--- src/rtl/sig_monitor.sv ---
// ============================================================================
// sig_monitor: captures signature stores into a FIFO, detects the halt store,
// runs a cycle watchdog and drains captured words over a valid/ready port.
// Revision: 1.0
// ============================================================================
`default_nettype none

module sig_monitor #(
  parameter int unsigned        DATA_W    = 32,
  parameter int unsigned        ADDR_W    = 32,
  parameter int unsigned        DEPTH     = 16,
  parameter logic [ADDR_W-1:0]  SIG_ADDR  = 32'h0000_0F00,
  parameter logic [ADDR_W-1:0]  HALT_ADDR = 32'hCAFE_BEEF,
  parameter int unsigned        TIMEOUT   = 500000
) (
  input  logic                     clk,
  input  logic                     rst,
  input  logic                     st_valid,
  input  logic [ADDR_W-1:0]        st_addr,
  input  logic [DATA_W-1:0]        st_data,
  output logic                     sig_valid,
  output logic [DATA_W-1:0]        sig_data,
  input  logic                     sig_ready,
  output logic [$clog2(DEPTH):0]   sig_count,
  output logic                     overflow,
  output logic                     halted,
  output logic                     timed_out,
  output logic                     done,
  output logic [31:0]              cycle_count
);

  localparam int unsigned AW = $clog2(DEPTH);
  localparam int unsigned CW = AW + 1;

  localparam logic [AW-1:0] PTR_ONE    = AW'(1);
  localparam logic [CW-1:0] CNT_ONE    = CW'(1);
  localparam logic [CW-1:0] CNT_FULL   = CW'(DEPTH);
  localparam logic [31:0]   LAST_CYCLE = 32'(TIMEOUT - 1);

  typedef enum logic [1:0] {
    ST_RUN   = 2'd0,
    ST_DRAIN = 2'd1,
    ST_DONE  = 2'd2
  } state_t;

  state_t              state_q, state_d;
  logic [AW-1:0]       wr_ptr_q, wr_ptr_d;
  logic [AW-1:0]       rd_ptr_q, rd_ptr_d;
  logic [CW-1:0]       count_q, count_d;
  logic                sig_valid_q, sig_valid_d;
  logic                overflow_q, overflow_d;
  logic                halted_q, halted_d;
  logic                timed_out_q, timed_out_d;
  logic                done_q, done_d;
  logic [31:0]         cycle_q, cycle_d;
  logic [DATA_W-1:0]   mem_q [DEPTH];

  logic                sig_hit;
  logic                halt_hit;
  logic                push_req;
  logic                full;
  logic                pop;
  logic                push;

  assign sig_hit  = st_valid && (st_addr == SIG_ADDR);
  assign halt_hit = st_valid && (st_addr == HALT_ADDR);
  assign push_req = (state_q == ST_RUN) && sig_hit;
  assign full     = (count_q == CNT_FULL);
  assign pop      = sig_valid_q && sig_ready;
  // A full FIFO still accepts a push when the head leaves in the same cycle.
  assign push     = push_req && (!full || pop);

  always_comb begin
    state_d     = state_q;
    wr_ptr_d    = wr_ptr_q;
    rd_ptr_d    = rd_ptr_q;
    count_d     = count_q;
    overflow_d  = overflow_q;
    halted_d    = halted_q;
    timed_out_d = timed_out_q;
    done_d      = done_q;
    cycle_d     = cycle_q;

    if (push) begin
      wr_ptr_d = wr_ptr_q + PTR_ONE;
    end
    if (pop) begin
      rd_ptr_d = rd_ptr_q + PTR_ONE;
    end
    if (push && !pop) begin
      count_d = count_q + CNT_ONE;
    end else if (pop && !push) begin
      count_d = count_q - CNT_ONE;
    end
    if (push_req && full && !pop) begin
      overflow_d = 1'b1;
    end

    case (state_q)
      ST_RUN: begin
        if (cycle_q != 32'hFFFF_FFFF) begin
          cycle_d = cycle_q + 32'd1;
        end
        // Halt takes priority over a watchdog expiry in the same cycle.
        if (halt_hit) begin
          halted_d = 1'b1;
          state_d  = ST_DRAIN;
        end else if (cycle_q == LAST_CYCLE) begin
          timed_out_d = 1'b1;
          state_d     = ST_DRAIN;
        end
      end
      ST_DRAIN: begin
        if (count_q == '0) begin
          state_d = ST_DONE;
          done_d  = 1'b1;
        end
      end
      ST_DONE: begin
        done_d = 1'b1;
      end
      default: begin
        state_d = ST_RUN;
      end
    endcase

    sig_valid_d = (count_d != '0) && (state_d != ST_DONE);
  end

  always_ff @(posedge clk) begin
    if (rst) begin
      state_q     <= ST_RUN;
      wr_ptr_q    <= '0;
      rd_ptr_q    <= '0;
      count_q     <= '0;
      sig_valid_q <= 1'b0;
      overflow_q  <= 1'b0;
      halted_q    <= 1'b0;
      timed_out_q <= 1'b0;
      done_q      <= 1'b0;
      cycle_q     <= '0;
    end else begin
      state_q     <= state_d;
      wr_ptr_q    <= wr_ptr_d;
      rd_ptr_q    <= rd_ptr_d;
      count_q     <= count_d;
      sig_valid_q <= sig_valid_d;
      overflow_q  <= overflow_d;
      halted_q    <= halted_d;
      timed_out_q <= timed_out_d;
      done_q      <= done_d;
      cycle_q     <= cycle_d;
    end
  end

  // Storage needs no reset; the pointers and count define what is valid.
  always_ff @(posedge clk) begin
    if (push) begin
      mem_q[wr_ptr_q] <= st_data;
    end
  end

  assign sig_valid   = sig_valid_q;
  assign sig_data    = mem_q[rd_ptr_q];
  assign sig_count   = count_q;
  assign overflow    = overflow_q;
  assign halted      = halted_q;
  assign timed_out   = timed_out_q;
  assign done        = done_q;
  assign cycle_count = cycle_q;

endmodule

`default_nettype wire

--- config.mk ---
export PLATFORM = sky130hd
export DESIGN_NAME = sig_monitor
export DESIGN_NICKNAME = d
export VERILOG_FILES = /design/src/rtl/sig_monitor.sv
export SDC_FILE = /design/constraint.sdc
export NUM_CORES = 1
export LEC_CHECK = 0
export ABC_CLOCK_PERIOD_IN_PS = 5700
export CORE_ASPECT_RATIO = 0.75
export CORE_MARGIN = 2
export CORE_UTILIZATION = 30
export DETAILED_ROUTE_END_ITERATION = 8
export GPL_ROUTABILITY_DRIVEN = 0
export SLEW_MARGIN = 20
export SYNTH_ARGS = -nofsm -noshare
export SYNTH_HDL_FRONTEND = slang
export SYNTH_SLANG_ARGS = --single-unit
--- constraint.sdc ---
create_clock -name clk -period 5.7 [get_ports clk]
set_input_delay 1.425 -clock clk [delete_from_list [all_inputs] [get_ports clk]]
set_output_delay 1.425 -clock clk [all_outputs]
set_load 0.02 [all_outputs]
# After elaboration in Yosys (flattened, before gate mapping)
# Memories as Yosys holds them, arrays and structs flattened. A register that Yosys moved wholly into a read port is not among the register bits.
# Cells that the tools add are included.
# op_classes
n_addsub,5
eq_ne,9
n_mux,12
n_bitwise,1
reduce_logical,22
# ops
op,n
$add 32x1->32 const B,1
$eq 32x12->1 const B,1
$eq 32x19->1 const B,1
$eq 32x32->1 const B,1
$ne 32x32->1 const B,1
$logic_and 1x1->1,10
$mux 5,2
$add 4x1->4 const B,2
$mux 4,2
$mux 2,3
$pmux 2 s3,1
$reduce_and 2->1,3
$add 5x1->5 const B,1
$eq 5x5->1 const B,1
$logic_not 5->1,1
$reduce_bool 5->1,1
$sub 5x1->5 const B,1
$ne 2x2->1 const B,2
$logic_not 1->1,3
$mux 1,3
$reduce_and 3->1,1
$eq 2x1->1 const B,1
$eq 2x2->1 const B,1
$logic_not 2->1,1
4 further kinds,4
# word_totals
reg_bits,52
ramBits,512
inputBits,68
output_inout_bits,74
mem_count,1
# memory_table
name,words,word_bits,rd,rd_clocked_by_memory_dff,wr,line,rtl
mem_q,16,32,1,1,1,56,logic [DATA_W-1:0] mem_q [DEPTH];

# Logic depth before layout (Yosys ltp)
# Gate-level depths: netlist (run 1).
# depth
depth_word,10
depth_mapped,7
mapped_depth_nobuf,7

# Least setup slack after synthesis (run 1)
# Ideal clock, no wire load.
# synth_path
kind,input -> register
startpoint,in st_addr[14]
endpoint,"mem mem_q[3][0], enable pin"
setup_ps,461
arrival_time_ps,4895
required_time_ps,5239
setup_slack_ps,344
cell_stages,5
path_buffers,0
cell_sequence,nor4b_4 -> nand3_4 -> nor4_2 -> nand2_1 -> nor3_1
# synth_between
elab_chain_cells,6
# synth_lines
element,line,rtl
"start, declared",19,"input logic [ADDR_W-1:0] st_addr,"
$eq 32x12->1,65,assign sig_hit = st_valid && (st_addr == SIG_ADDR);
$logic_and 1x1->1,65,
$logic_and 1x1->1,67,assign push_req = (state_q == ST_RUN) && sig_hit;
$logic_and 1x1->1,71,assign push = push_req && (!full || pop);
$mux 1,158,if (push) begin
$mux 1 (not written as such),159,mem_q[wr_ptr_q] <= st_data;
"end, declared",56,
# No other way between the ends.

==> results.md, run 1 <==
- Core area: 73400 um2
- Power per cell area: 348 nW/um2
- Vias/cell: 4.92
- Final Util: 0.366
- Die W: 318 um
- Max-cap violations: 0
- Post-route setup TNS: 0 ps
- Net count, final: 1336
- Finished Layout Cells: 2277
- Register area share after synthesis: 0.743
- Gr usage total: 0.131
- Number of enable flip-flop cells after synthesis: 512
- Largest net degree at the start of global routing: 56
- Synth Warn #: 0
- Worst-Skew Late Latency: 630 ps
- Synthesized area per cell: 20.7 um2
- CP top delay family: buffers and inverters
- Setup bufs post-CTS: 0
- WP data arrival: 3540 ps
- Worst-Margin Slew: 1050 ps
- Commonest non-fill, non-tap cell in the layout: edfxtp_1
- Top FF cell, synth: edfxtp_1
- Iter 0 DRT Violations: 896
- Synth cell types: 54
- Critical path, cell by cell: buf_4 > mux4_2 > mux4_2 > clkdlybuf4s50_1
- Post-CTS resize count: 0
- Filler Cell Count: 6693
- Post-route ant nets: 0
- CP endpoint kind: output pin
- CTS tree: done
- Pleak: 8.03 nW
- Placed cells: 2168
- Global-route wire length before repair: 74700 um
- Tcrit/Tclk final: 0.872
- Synthesized area: 22200 um2
- Overall power: 0.00937 W
- Die area: 76200 um2
- Period minus WS final: 4970 ps
- Clk_skew: 33.5 ps
- I/O Buffers: 141
- IO Count: 142
- Fin. Hold Viols: 0
- CTS Root Cell: clkbuf_16
- Slowest CP cell: dfxtp_4
- Initial Util: 0.302
- Num Clock Sinks: 568
- TritonRoute pass-1 iters: 5
- Max VDD drop: 0.239 mV
- Initial antenna violation count: 3
- Rows: 86
- Post-Syn Nets: 1151
- Area Growth Syn to Fin: 21.1%
- Top cell by count, worst path: mux4_2
- Drc violations: 0
- Routed WL: 50500 um
- Worst Hold Class: reg2reg
- CP max FO: 28
- Fmax: 0.201 GHz
- DP HPWL: 28900 um
- Crit path buf inv count: 2
- CP peak stage delay: 750 ps
- Routed length on met3: 2330 um
- RSZ-0062 raised after global routing: no
- Data required, critical path: 4280 ps
- WL/cell: 22.2 um
- Fin. max-slew vios: 0
- Vias in the first global route: 11411
- Met2 wire len: 24100 um
- CP Class: reg2out
- Via count: 11214
- Hold Buf Count CTS: 0
- Commonest cells after routing, fill and taps aside: 512 x edfxtp_1, 160 x mux4_2, 140 x clkdlybuf4s50_1, 57 x clkbuf_16, 52 x dfxtp_1
- Run status: finished, final reports clean
- Critical Path Start Type: flop
- M1 wire length: 22900 um
- Share of layout cells above drive strength 1: 0.236
- Clock Path Buffers: 3
- Slew margin rel.: 0.302
- Max layer used: met4
- Cells after Synth: 1074
- Post-synthesis async set-or-reset flop share: 0
- Die height: 240 um
- Grt ovf: 0
- Setup-failing EPs final: 0
- Yosys reg bits: 568
- Num CTS Buffers: 57
- Clock transition at path regs: 70 ps
- H-tree depth: 2
-- cells by family (layout without fill, tap and decap cells) --
logic type / after synthesis / after routing / synth area share
buffers and inverters: 55 / 288 / 0.0101
other: 0 / 2 / 0
AND/OR/NAND/NOR: 204 / 204 / 0.0513
flip-flops: 568 / 568 / 0.743
adder cells (fa/ha/maj): 9 / 9 / 0.00507
XOR/XNOR: 30 / 30 / 0.0118
AO/OA/AOI/OAI: 43 / 43 / 0.0136
multiplexers: 165 / 165 / 0.165
-- report_power, final --
group,total [W],internal (W),switching [W]
logic,0.00106,0.000583,0.000478
clock network,0.00367,0.00208,0.00159
registers,0.00463,0.00456,0.0000778
total,0.00937,0.00722,0.00214
-- final cells by class --
cell class / instances / area [um2] / share of cell area
Antenna cell: 2 / 5.00 / 0.000186
Clock buffer: 77 / 1530 / 0.0571
Clock inverter: 30 / 304 / 0.0113
Inverter: 8 / 30.0 / 0.00112
Multi-Input combinational cell: 451 / 5580 / 0.208
Sequential cell: 568 / 16500 / 0.614
Tap cell: 968 / 1210 / 0.0451
Timing Repair Buffer: 173 / 1710 / 0.0636
-- worst register-to-register path, cell delays in order (launching register included) --
cell     delay (ps)
dfxtp_1         470
inv_1           150
ha_1            260
and4_1          180
nor4_2          140
buf_4           200
nand2_1         260
nor2_4          560
buf_4           370
-- cells in the mapped netlist (3+ instances only) --
cell type / instances / area share
xnor2_1: 22 / 0.0087
clkbuf_1: 31 / 0.0052
nor2_1: 59 / 0.010
nand4_1: 16 / 0.0045
dfxtp_1: 56 / 0.051
edfxtp_1: 512 / 0.69
xor2_1: 8 / 0.0032
and4_1: 8 / 0.0032
a21oi_1: 14 / 0.0032
nor4b_1: 4 / 0.0016
nor3_1: 17 / 0.0038
o21ai_0: 8 / 0.0018
nand3_1: 9 / 0.0020
inv_1: 8 / 0.0014
mux4_2: 160 / 0.16
and3_1: 7 / 0.0020
and2_1: 4 / 0.0011
ha_1: 9 / 0.0051
buf_2: 14 / 0.0032
nand2_1: 27 / 0.0046
nand4b_1: 3 / 0.0012
a211oi_1: 6 / 0.0020
nor2b_1: 7 / 0.0020
nor4_1: 21 / 0.0059
or3_1: 7 / 0.0020
mux2i_1: 3 / 0.0014
-- final timing paths --
path                              startpoint  depth (start not counted)  slack (ps)            end
worst max-delay path                    flop                          4         730    sig_data[9]
worst min-delay path               timed_out                          2         470      timed_out
worst max register to register  sig_count[0]                          8        2780  mem_q[11][26]
worst min register to register     timed_out                          2         470      timed_out
-- per-stage QoR --
step	hold WS, ps	worst slack (ps)	area [um2]
3_5_place_dp	467	1200	25000
6_report	473	731	26900
5_1_grt	518	497	26900
3_3_place_gp	456	1200	25000
4_1_cts	483	586	26900
2_1_floorplan	468	344	22200
-- state kept, by name (all words and copies together) (netlist names), named ones only --
register and count:
mem_q 512, rd_ptr_q 4, overflow 1, sig_count 5, wr_ptr_q 4, done 1
cycle_count 32, state_q 2, sig_valid 1, timed_out 1, halted 1
-- metal layers --
| metal | vias up | GRT usage |
|---|---|---|
| met5 | - | 0 |
| met4 | 0 | 0.0421 |
| met3 | 94 | 0.0225 |
| met2 | 284 | 0.212 |
| met1 | 5964 | 0.181 |
| li1 | 4872 | - |
No activity file was read; power rests on OpenSTA's default activity.
==> run 2: changes to the inputs <==
--- a/config.mk
+++ b/config.mk
@@ -11,6 +11,7 @@
 export CORE_UTILIZATION = 30
 export DETAILED_ROUTE_END_ITERATION = 8
 export GPL_ROUTABILITY_DRIVEN = 0
+export GPL_TIMING_DRIVEN = 0
 export SLEW_MARGIN = 20
 export SYNTH_ARGS = -nofsm -noshare
 export SYNTH_HDL_FRONTEND = slang
==> run 2 against run 1 <==
Compared with the run above:
- clock-buffer cell count decreased by 15
- flip-flop and latch count unchanged
- sequential power decreased by 1%
- utilization increased by 0.71 points
- non-clock buffer count increased by 55
- maximum frequency decreased by 5.5%
- hold slack got worse by 1.3 ps
- cell area increased by 1.9%
- critical path type unchanged
- largest cell class unchanged
- largest power group unchanged
==> results.md, run 2 (synthesized netlist as in run 1, its figures left out) <==
- Worst-Skew Late Latency: 610 ps
- Commonest cells after routing, fill and taps aside: 512 x edfxtp_1, 160 x mux4_2, 140 x clkdlybuf4s50_1, 57 x clkbuf_16, 56 x dfxtp_1
- Num CTS Buffers: 57
- Flip-flop count of the largest register after layout: 512
- Clock Path Buffers: 3
- CP peak stage delay: 820 ps
- Top reg by flops: mem_q
- DP HPWL: 34800 um
- I/O Buffers: 140
- Grt ovf: 0
- Clock transition at path regs: 60 ps
- Vias in the first global route: 11644
- Run status: finished, final reports clean
- Clk_skew: 18.1 ps
- CTS tree: done
- Global-route wire length before repair: 76900 um
- Commonest non-fill, non-tap cell in the layout: edfxtp_1
- Vias/cell: 4.89
- Net count, final: 1391
- Num Clock Sinks: 568
- Setup-failing EPs final: 0
- Sw power: 0.00216 W
- CP top delay family: buffers and inverters
- Post-route cell area: 27400 um2
- Crit path buf inv count: 3
- Critical Path Start Type: flop
- Finished Layout Cells: 2328
- Setup bufs post-CTS: 0
- CP Class: reg2out
- RSZ-0062 raised after global routing: no
- Share of layout cells above drive strength 1: 0.241
- Data required, critical path: 4280 ps
- Placed inst area: 25600 um2
- Int Pwr: 0.00716 W
- Die height: 240 um
- Routed WL: 52100 um
- Critical path, cell by cell: clkbuf_1 > clkbuf_1 > mux4_2 > mux4_2 > clkdlybuf4s50_1
- Max VDD drop: 0.268 mV
- Setup WS pre-CTS: 414 ps
- WP data arrival: 3830 ps
- Initial antenna violation count: 3
- Via count: 11388
- Core area: 73400 um2
- CTS Root Cell: clkbuf_16
- Post-route ant nets: 0
- Max-cap violations: 0
- Fin. Hold Viols: 0
- Rows: 86
- Die area: 76200 um2
- Combinational share of power: 0.124
- TritonRoute pass-1 iters: 6
- Worst-Margin Slew: 1020 ps
- Fmax: 0.190 GHz
- Worst Hold Class: reg2reg
- Drc violations: 0
- Area Growth Syn to Fin: 23.5%
- Hold_ws: 472 ps
- Post-route setup slack: 444 ps
- CP endpoint kind: output pin
- Fin. max-slew vios: 0
- Sw frac: 0.232
- Initial Util: 0.302
- Largest net degree at the start of global routing: 20
- Placed cells: 2223
- Power per cell area: 340 nW/um2
- CP max FO: 10
- Iter 0 DRT Violations: 1049
- H-tree depth: 2
- Die W: 318 um
- Slew margin rel.: 0.319
- Hold Buf Count CTS: 0
- Post-CTS resize count: 0
- Slowest CP cell: clkbuf_1
- Period minus WS final: 5260 ps
- Gr usage total: 0.136
- WL/cell: 22.4 um
- Flop pwr share: 0.492
- Overall power: 0.00932 W
- Pleak: 8.27 nW
- Tcrit/Tclk final: 0.922
- Clk pwr share: 0.384
- IO Count: 142
-- run 2: layer usage --
metal	vias to the layer above	GRT usage	part of all wire
met5	-	0	0.00058
met1	6003	0.186	0.44
met4	6	0.0345	0.017
met3	73	0.0243	0.057
li1	4976	-	-
met2	330	0.226	0.48
-- run 2: layout make-up --
| type | instances | area [um2] |
|---|---|---|
| clock inverter | 42 | 330 |
| buffer | 47 | 198 |
| inverter | 8 | 30.0 |
| sequential | 568 | 16500 |
| antenna | 1 | 2.50 |
| clock buffer | 62 | 1460 |
| fill | 6670 | 46000 |
| timing repair buffer | 181 | 2100 |
| tap | 968 | 1210 |
| multi-input combinational | 451 | 5580 |
-- run 2: worst paths after layout --
kind | start | endpoint | slack [ps] | depth (start not counted)
min | halted | halted | 470 | 2
max | flop | sig_data[0] | 440 | 5
min reg2reg | halted | halted | 470 | 2
max reg2reg | sig_count[0] | mem_q[3][21] | 2000 | 9
-- run 2: power by group through the flow --
stage                     Combinational [W]  Sequential [W]  Clock [W]
after global routing                0.00123         0.00458    0.00385
after CTS                           0.00118         0.00458    0.00368
after floorplan                    0.000722         0.00469          0
after detailed placement            0.00117         0.00467          0
final                               0.00115         0.00458    0.00358
after global placement              0.00116         0.00467          0
-- run 2: metrics by stage --
| step | setup TNS [ps] | util |
|---|---|---|
| after floorplan | 0 | - |
| after global placement | -970990 | 0.338 |
| after detailed placement | 0 | 0.349 |
| after CTS | 0 | 0.373 |
| after global routing | 0 | 0.373 |
| final | 0 | 0.373 |
-- run 2: worst min-delay path, cell delays in order (launching register included) --
cell,delay [ps]
dfxtp_1,330
a21oi_1,40
nor2_1,70
